`config.mk`:
```
export PLATFORM = sky130hd
export DESIGN_NAME = clk_div_gen
export DESIGN_NICKNAME = d
export VERILOG_FILES = /design/src/rtl/clk_div_pkg.sv /design/src/rtl/clk_div_ch.sv /design/src/rtl/clk_div_gen.sv
export SDC_FILE = /design/constraint.sdc
export NUM_CORES = 1
export LEC_CHECK = 0
export BUFFER_PORTS_ARGS = -buffer_cell sky130_fd_sc_hd__buf_2
export CORE_AREA = 2 2 175 177
export CTS_CLUSTER_DIAMETER = 60
export DETAILED_ROUTE_END_ITERATION = 16
export DIE_AREA = 0 0 177 179
export GPL_ROUTABILITY_DRIVEN = 0
export GPL_TIMING_DRIVEN = 1
export PLACE_DENSITY = 0.61
export SETUP_SLACK_MARGIN = 0.3
export SLEW_MARGIN = 25
export SYNTH_ARGS = -nofsm -noshare
export SYNTH_HDL_FRONTEND = slang
export SYNTH_SLANG_ARGS = --single-unit
```
`constraint.sdc`:
```
create_clock -name clk_i -period 5.84 [get_ports clk_i]
set_input_delay 0.876 -clock clk_i [delete_from_list [all_inputs] [get_ports clk_i]]
set_output_delay 0.876 -clock clk_i [all_outputs]
set_load 0.02 [all_outputs]
```
`src/rtl/clk_div_pkg.sv`:
```
// Shared definitions for the clock-enable divider: controller states and defaults.
package clk_div_pkg;

  // Controller states: wait for the MMCM to lock, make sure the lock holds, then run.
  typedef enum logic [1:0] {
    WAIT_LOCK = 2'd0,
    STABLE    = 2'd1,
    RUN       = 2'd2
  } state_e;

  // Default number of consecutive locked cycles required before the channels start.
  localparam int LOCK_CNT_DEFAULT = 256;

  // Upper bound on the number of divider channels a single instance supports.
  localparam int NUM_CH_MAX = 8;

endpackage

```
`src/rtl/clk_div_ch.sv`:
```
// One divider channel: period counter, shadow ratio and registered ce/sq outputs.
// The outputs are computed from next-state values so that ce_o/sq_o line up with
// the counter register rather than lagging it by a cycle.
module clk_div_ch
  import clk_div_pkg::*;
#(
  parameter int DIV_W = 16
) (
  input  logic             clk_i,
  input  logic             rst_n_i,
  input  logic             run_i,
  input  logic             sync_i,
  input  logic             en_i,
  input  logic [DIV_W-1:0] div_i,
  output logic             ce_o,
  output logic             sq_o
);

  logic [DIV_W-1:0] cnt_q, cnt_d;
  logic [DIV_W-1:0] shadow_q, shadow_d;
  logic             active_q, active_d;
  logic             ce_q, ce_d;
  logic             sq_q, sq_d;

  logic [DIV_W-1:0] ratio_q;
  logic [DIV_W-1:0] ratio_d;
  logic [DIV_W-1:0] half_d;
  logic             wrap;
  logic             restart;

  // A programmed ratio of zero behaves like a ratio of one.
  function automatic logic [DIV_W-1:0] eff_ratio(input logic [DIV_W-1:0] n);
    return (n == '0) ? DIV_W'(1) : n;
  endfunction

  // Next counter, shadow ratio and strobe values for this channel.
  always_comb begin
    active_d = run_i & en_i;
    ratio_q  = eff_ratio(shadow_q);
    wrap     = (cnt_q == (ratio_q - DIV_W'(1)));
    // A new period starts after an idle cycle, on a realign, or at the wrap.
    restart  = ~active_q | sync_i | wrap;

    shadow_d = shadow_q;
    if (restart) begin
      shadow_d = div_i;
    end

    cnt_d = cnt_q;
    if (!active_d || restart) begin
      cnt_d = '0;
    end else begin
      cnt_d = cnt_q + DIV_W'(1);
    end

    ratio_d = eff_ratio(shadow_d);
    half_d  = (ratio_d >> 1) + DIV_W'(ratio_d[0]);

    ce_d = active_d & (cnt_d == '0);
    sq_d = active_d & (ratio_d != DIV_W'(1)) & (cnt_d < half_d);
  end

  // Channel state registers, cleared asynchronously.
  always_ff @(posedge clk_i or negedge rst_n_i) begin
    if (!rst_n_i) begin
      cnt_q    <= '0;
      shadow_q <= '0;
      active_q <= 1'b0;
      ce_q     <= 1'b0;
      sq_q     <= 1'b0;
    end else begin
      cnt_q    <= cnt_d;
      shadow_q <= shadow_d;
      active_q <= active_d;
      ce_q     <= ce_d;
      sq_q     <= sq_d;
    end
  end

  assign ce_o = ce_q;
  assign sq_o = sq_q;

endmodule

```
`src/rtl/clk_div_gen.sv`:
```
// Multi-channel clock-enable generator running off an MMCM output clock.
// A small controller holds every channel idle until the MMCM lock has been
// stable for LOCK_CNT cycles, then releases all channels phase-aligned.
module clk_div_gen
  import clk_div_pkg::*;
#(
  parameter int NUM_CH   = 4,
  parameter int DIV_W    = 16,
  parameter int LOCK_CNT = LOCK_CNT_DEFAULT
) (
  input  logic                    clk_i,
  input  logic                    rst_n_i,
  input  logic                    locked_i,
  input  logic                    sync_i,
  input  logic [NUM_CH-1:0]       en_i,
  input  logic [NUM_CH*DIV_W-1:0] div_i,
  output logic [NUM_CH-1:0]       ce_o,
  output logic [NUM_CH-1:0]       sq_o,
  output logic                    ready_o,
  output logic                    rst_sync_n_o
);

  localparam int LCW = (LOCK_CNT > 1) ? $clog2(LOCK_CNT) : 1;

  logic           locked_meta_q;
  logic           locked_sync_q;
  state_e         state_q, state_d;
  logic [LCW-1:0] stab_cnt_q, stab_cnt_d;
  logic           run_q;
  logic           run_d;
  logic           sync_run;

  // Two-flop synchronizer for the asynchronous MMCM lock flag.
  always_ff @(posedge clk_i or negedge rst_n_i) begin
    if (!rst_n_i) begin
      locked_meta_q <= 1'b0;
      locked_sync_q <= 1'b0;
    end else begin
      locked_meta_q <= locked_i;
      locked_sync_q <= locked_meta_q;
    end
  end

  // Controller next state: the stability count reaches LOCK_CNT-1 on the same
  // edge that enters RUN, so a clean lock gives ready after 2 + LOCK_CNT edges.
  always_comb begin
    state_d    = state_q;
    stab_cnt_d = stab_cnt_q;
    case (state_q)
      WAIT_LOCK: begin
        stab_cnt_d = '0;
        if (locked_sync_q) begin
          state_d = STABLE;
        end
      end
      STABLE: begin
        if (!locked_sync_q) begin
          state_d    = WAIT_LOCK;
          stab_cnt_d = '0;
        end else if (stab_cnt_q == LCW'(LOCK_CNT - 2)) begin
          state_d    = RUN;
          stab_cnt_d = '0;
        end else begin
          stab_cnt_d = stab_cnt_q + LCW'(1);
        end
      end
      RUN: begin
        stab_cnt_d = '0;
        if (!locked_sync_q) begin
          state_d = WAIT_LOCK;
        end
      end
      default: begin
        state_d    = WAIT_LOCK;
        stab_cnt_d = '0;
      end
    endcase
  end

  // Controller state and stability counter registers.
  always_ff @(posedge clk_i or negedge rst_n_i) begin
    if (!rst_n_i) begin
      state_q    <= WAIT_LOCK;
      stab_cnt_q <= '0;
    end else begin
      state_q    <= state_d;
      stab_cnt_q <= stab_cnt_d;
    end
  end

  // Channels look at the next state so their registered strobes appear in the
  // first RUN cycle; a realign request only counts while already running.
  assign run_q    = (state_q == RUN);
  assign run_d    = (state_d == RUN);
  assign sync_run = run_q & sync_i;

  assign ready_o      = run_q;
  assign rst_sync_n_o = run_q;

  for (genvar k = 0; k < NUM_CH; k++) begin : g_ch
    clk_div_ch #(
      .DIV_W (DIV_W)
    ) u_ch (
      .clk_i   (clk_i),
      .rst_n_i (rst_n_i),
      .run_i   (run_d),
      .sync_i  (sync_run),
      .en_i    (en_i[k]),
      .div_i   (div_i[k*DIV_W +: DIV_W]),
      .ce_o    (ce_o[k]),
      .sq_o    (sq_o[k])
    );
  end

endmodule

```
---- Word level (Yosys, flattened, before mapping) ----
Index checks and enable logic that the tools add are counted.
word-level totals
  register bits ........................... 152
  input port bits ......................... 72
  output and inout port bits .............. 10
  logic and storage cells ................. 127
cells by class
  $add $sub $neg .......................... 13
  magnitude comparators ................... 4
  eq/ne operators ......................... 12
  muxes and demuxes ....................... 24
  bitwise logic cells ..................... 29
  reductions and logical operators ........ 21
operators with widths
  kind                     number
  $mux W16                 16
  $logic_not A16 Y1        12
  $add A15 B1 Y16          4
  $add A16 B1 Y16 const B  4
  $eq A16 B16 Y1           4
  $lt A16 B16 Y1           4
  $ne A16 B1 Y1 const B    4
  $sub A16 B1 Y16 const B  4
  $mux W8                  3
  $and A1 B1 Y1            17
  $add A8 B1 Y8 const B    1
  $eq A8 B8 Y1 const B     1
  $mux W2                  4
  $or A1 B1 Y1             8
  $pmux W2 S3              1
  $eq A2 B2 Y1 const B     2
  $logic_not A1 Y1         4
  $logic_or A1 B1 Y1       4
  $not A1 Y1               4
  $eq A2 B1 Y1 const B     1
  $logic_not A2 Y1         1

---- Logic depth before layout (Yosys ltp) ----
  word-level depth ........................ 11
  mapped depth ............................ 36
  mapped depth without buffers ............ 34

---- Modules after synthesis ----
From an unflattened synthesis, not the netlist that was laid out.
unflattened totals
  cells, all modules ...................... 1507
  area total of the unflattened synthesis .. 13018.7 um^2
by module, submodules not included
  module       times used  cells an instance  area an instance (um^2)  seq. area each (um^2)
  clk_div_ch   4           362                3103.0                   875.8
  clk_div_gen  1           59                 606.8                    300.3

---- Worst setup path after synthesis ----
No wires, ideal clock.
  path kind ............................... register -> register
  start point ............................. register g_ch[3].u_ch.shadow_q[0]
  end point ............................... register g_ch[3].u_ch.sq_q
  library setup time ...................... 0.094 ns
  arrival ................................. 6.024 ns
  slack ................................... -0.278 ns
  stages on the path, launching flop included .. 33
  path buffers ............................ 2
  period minus slack after synthesis ...... 6.118 ns
  path through ............................ dfrtp_1 clkbuf_1 nor4_1 nand3_1 nor3_1 nor2_1 ha_1 xnor2_1 a221oi_1 o311ai_0 nor3_1 and4b_1 nand4_1 nand3_1 buf_2 mux2_2 ha_1 nand3_1 nor2_1 and3_1 and3_1 xnor2_1 mux2_2 ha_1 and3_1 nor2b_1 nand2_1 nor2_1 o211ai_1 o221ai_1 nor3_1 o211ai_1 a211oi_1
on the way
  longest elaborated chain between the ends .. 11
ends and longest elaborated chain
  element                                                  RTL line                            RTL
  start, declared                                          clk_div_ch.sv:20                    logic [DIV_W-1:0] shadow_q, shadow_d;
  start signal, assigned                                   clk_div_ch.sv:73                    shadow_q <= shadow_d;
  $logic_not A16 Y1                                        clk_div_ch.sv:33                    return (n == '0) ? DIV_W'(1) : n;
  $mux W16                                                 clk_div_ch.sv:33
  $sub A16 B1 Y16                                          clk_div_ch.sv:40                    wrap = (cnt_q == (ratio_q - DIV_W'(1)));
  $eq A16 B16 Y1                                           clk_div_ch.sv:40
  $or A1 B1 Y1                                             clk_div_ch.sv:42                    restart = ~active_q | sync_i | wrap;
  $mux W16                                                 clk_div_ch.sv:45                    if (restart) begin
  $logic_not A16 Y1                                        clk_div_ch.sv:33
  $mux W16                                                 clk_div_ch.sv:33
  $add A15 B1 Y16 / $ne A16 B1 Y1 (equally long branches)  clk_div_ch.sv:57, clk_div_ch.sv:60
  $lt A16 B16 Y1 / $and A1 B1 Y1 (equally long branches)   clk_div_ch.sv:60                    sq_d = active_d & (ratio_d != DIV_W'(1)) & (cnt_d < half_d);
  $and A1 B1 Y1 (*)                                        clk_div_ch.sv:60
  via g_ch[3].u_ch.sq_d                                    clk_div_ch.sv:23                    logic sq_q, sq_d;
  end signal, assigned                                     clk_div_ch.sv:76                    sq_q <= sq_d;
  end, declared                                            clk_div_ch.sv:23
The timed path passes the listed nets; every way through them passes the cells marked *.

---- Worst setup path in the final report ----
  start point ............................. register g_ch[0].u_ch.shadow_q[12]
  end point ............................... register g_ch[0].u_ch.sq_q
on the way
  longest elaborated chain between the ends .. 11
ends and longest elaborated chain
  element                                                  RTL line
  start, declared                                          clk_div_ch.sv:20
  start signal, assigned                                   clk_div_ch.sv:73
  $logic_not A16 Y1                                        clk_div_ch.sv:33
  $mux W16                                                 clk_div_ch.sv:33
  $sub A16 B1 Y16                                          clk_div_ch.sv:40
  $eq A16 B16 Y1                                           clk_div_ch.sv:40
  $or A1 B1 Y1                                             clk_div_ch.sv:42
  $mux W16                                                 clk_div_ch.sv:45
  $logic_not A16 Y1                                        clk_div_ch.sv:33
  $mux W16                                                 clk_div_ch.sv:33
  $add A15 B1 Y16 / $ne A16 B1 Y1 (equally long branches)  clk_div_ch.sv:57, clk_div_ch.sv:60
  $lt A16 B16 Y1 / $and A1 B1 Y1 (equally long branches)   clk_div_ch.sv:60
  $and A1 B1 Y1 (*)                                        clk_div_ch.sv:60
  via g_ch[0].u_ch.sq_d                                    clk_div_ch.sv:23
  end signal, assigned                                     clk_div_ch.sv:76
  end, declared                                            clk_div_ch.sv:23
Marked as above.

==> impl_metrics.yaml <==
detailed_routing:
  wl_mm: 36.8
  drc: 0
  drtIter0Drc: 778
  routedWlPerCell_microns: 17.7
  vias: 11900
  drt_pass1_iterations: 5
  vias_per_cell: 5.71
  final_antenna_net_count: 0
die:
  core_area_sq_um: 30000
  die_y_microns: 179
  die-area_sq_um: 31700
  start_util_pct: 43.8
  row_count: 64
  pin_count: 82
  die_w_microns: 177
global_route:
  gr-max-usage-layer: "met2"
  antenna_found_initial: 0
  grt.total_usage_pct: 23.4
  grt_use_met2_pct: 37.7
  grt_pass1_wl_mm: 59.0
  grtUsageMet3_pct: 4.07
  overflow: 0
  use_met1_pct: 32.0
  grt_max_degree: 68
  grt_pass1_vias: 11300
power:
  powerDensity_nw_per_um2: 169
  vdd_drop_max_uv: 175
  power.leakage_nw: 6.60
cells_and_area:
  design_area_sq_um: 15600
  num-nets-final: 1823
  insertedDiodeCount: 0
  fillers: 2866
  syn2layout_area_growth_pct: 18.7
  drive_gt1_share_pct: 24.0
setup_path:
  rrSetupSlack_ns: 0.22
  crit_path_end: "g_ch[0].u_ch.sq_o"
  regToRegEndpoint: "g_ch[0].u_ch.sq_o"
  rr_startpoint: "g_ch[0].u_ch.shadow_q[12]"
  worstPathArrival_ns: 5.94
  cp_max_fo: 5
  path_class: "flip-flop to flip-flop"
  required_ns: 6.15
  r2r_cells: 24
  critPathLaunchType: "flip-flop"
  startpoint: "g_ch[0].u_ch.shadow_q[12]"
  endpoint_kind: "flip-flop"
synthesis:
  synth_edf_count: 0
  synthArstFlopShare_pct: 100
  syn_nets: 1734
  synth.distinct_cells: 76
  synthFlopType: "dfrtp_1"
  syn_area_per_cell_sq_um: 8.31
  synth_warnings: 0
  ys_seq_area_share_pct: 28.9
  ys_ff_latch: 152
  syn_inst: 1584
  synth_area_sq_um: 13200
clocking:
  ctsHoldBuffers: 0
  clockRootBuffer: "clkbuf_16"
  clock_path_buffers: 2
  cts_tree: "built"
  numCtsBuffers: 17
  h-tree-depth: 4
  cts.clk_slew.worst_paths_ns: 0.07
  clkLatencyLatePin_ns: 0.44
  clock_sinks: 152
sta:
  rsz0062_at_grt: "true"
  skew_ns: 0.00895
  tightest_slew_ns: 0.901
  fin_ws_ns: 0.217
  setup_violations: 0
  timing.slew.headroom_pct: 40.0
  fmax_mhz: 178
  finalCritPeriodShare_pct: 96.3
  slew_viol_final: 0
  layout_min_cycle_time_ns: 5.62
  hold_viol: 0
  tns_ns: 0
placement:
  hpwl_mm: 27.3
  placed_area_sq_um: 14400
  io_buffers: 81
  pre_cts_slack_ns: -0.284
outcome:
  status: "completed"
run:
  drv_cap: 0
min_path:
  min_path_type: "input port to async pin"
==> stage by stage <==
stage / std cells / utilization, % / power, W / hold slack [ns]
floorplan: 1584 / - / 0.00133 / 0.331
CTS: 2071 / 50.9 / 0.00266 / 0.334
global route: 2082 / 52.0 / 0.00277 / 0.352
detailed placement: 2022 / 47.9 / 0.00148 / 0.343
global placement: 2022 / 47.9 / 0.00148 / 0.337
finish: 2082 / 52.0 / 0.00265 / 0.335
==> registers in the layout (all words and copies together) (netlist names) <==
name / cells
g_ch.u_ch.active_q: 4
locked_meta_q: 1
state_q: 2
g_ch.u_ch.ce_o: 4
g_ch.u_ch.cnt_q: 64
g_ch.u_ch.shadow_q: 64
locked_sync_q: 1
stab_cnt_q: 8
g_ch.u_ch.sq_o: 4
==> metal layers <==
layer,wire [microns],vias up
met5,0,-
met4,962,0
met3,1770,70
met2,17300,310
met1,16700,5721
li1,-,5788
==> power by group <==
part	switching, W	total [W]	internal (W)
clock	0.000513	0.00115	0.000640
sequential	0.0000192	0.00110	0.00108
combinational	0.000230	0.000398	0.000168
==> logic make-up (layout without fill, tap and decap cells) <==
kind of cell    after synthesis  after routing  share of synthesized area (%)
simple gates                671            671                           25.9
xor+xnor                    228            228                           15.3
fa+ha+maj                    78             78                           7.42
buf+inv                     157            259                           5.18
flops                       152            152                           28.9
compound gates              230            230                           11.6
mux                          68             68                           5.72
==> synthesized netlist by cell type (all sizes together) (45+ instances only) <==
cell	n	area, sq um
nor2	171	642
dfrtp	152	3800
xnor2	132	1160
nand2	107	402
nand3	107	536
xor2	95	832
clkbuf	87	329
ha	78	976
o21ai	68	340
and3	59	369
mux2	58	653
a21oi	53	265
nor3	45	225
==> how the worst min path moves through the flow <==
stage	from	to	cells past startpoint
6_report	rst_n_i	g_ch[2].u_ch.shadow_q[14]	1
5_1_grt	rst_n_i	g_ch[2].u_ch.shadow_q[14]	1
4_1_cts	rst_n_i	g_ch[2].u_ch.shadow_q[14]	1
3_5_place_dp	locked_meta_q	locked_sync_q	0
3_3_place_gp	locked_meta_q	locked_sync_q	0
2_1_floorplan	locked_meta_q	locked_sync_q	0
==> worst max-delay path, cell delays in order (launching register included) <==
cell and delay (ns):
dfrtp_1 0.38, or4_4 0.54, or4b_4 0.58, nor2_2 0.09
nor2_1 0.05, ha_2 0.22, a311o_1 0.30, a2111oi_4 0.41
nand3_2 0.15, o211ai_4 0.28, nand2_1 0.09, o21ai_1 0.09
ha_2 0.23, nand2_2 0.07, nor2_4 0.10, and2_4 0.18
a41oi_1 0.14, xor2_1 0.19, ha_1 0.34, nand3_1 0.14
nor3_4 0.25, o2111ai_2 0.21, o21ai_2 0.23, a2111oi_4 0.05
nor3b_2 0.17
==> area by class of cell <==
class | count | area, sq um | share of cell area [%]
Timing Repair Buffer | 193 | 1260 | 8.09
Clock buffer | 17 | 425 | 2.72
Multi-Input combinational cell | 1275 | 9340 | 59.8
Tap cell | 396 | 495 | 3.17
Sequential cell | 152 | 3800 | 24.3
Clock inverter | 15 | 166 | 1.06
Inverter | 34 | 128 | 0.817
==> cells in the final DEF, fill, tap and decap left out, drive strengths merged, types with 34 or more instances in the layout <==
master	netlist	final
a21oi	53	53
and3	59	59
buf	36	193
dfrtp	152	152
ha	78	78
inv	34	41
mux2	58	58
nand2	107	107
nand3	107	107
nand4	39	39
nor2	171	171
nor3	45	45
nor4	34	34
o21ai	68	68
xnor2	132	132
xor2	95	95
==> repair_timing <==
item / in CTS / in global routing
pin swaps: 39 / 61
endpoints found under the setup margin: 4 / 4
setup buffers: 17 / 11
gates resized for setup: 42 / 54
Power figures use the tool's default switching activity.
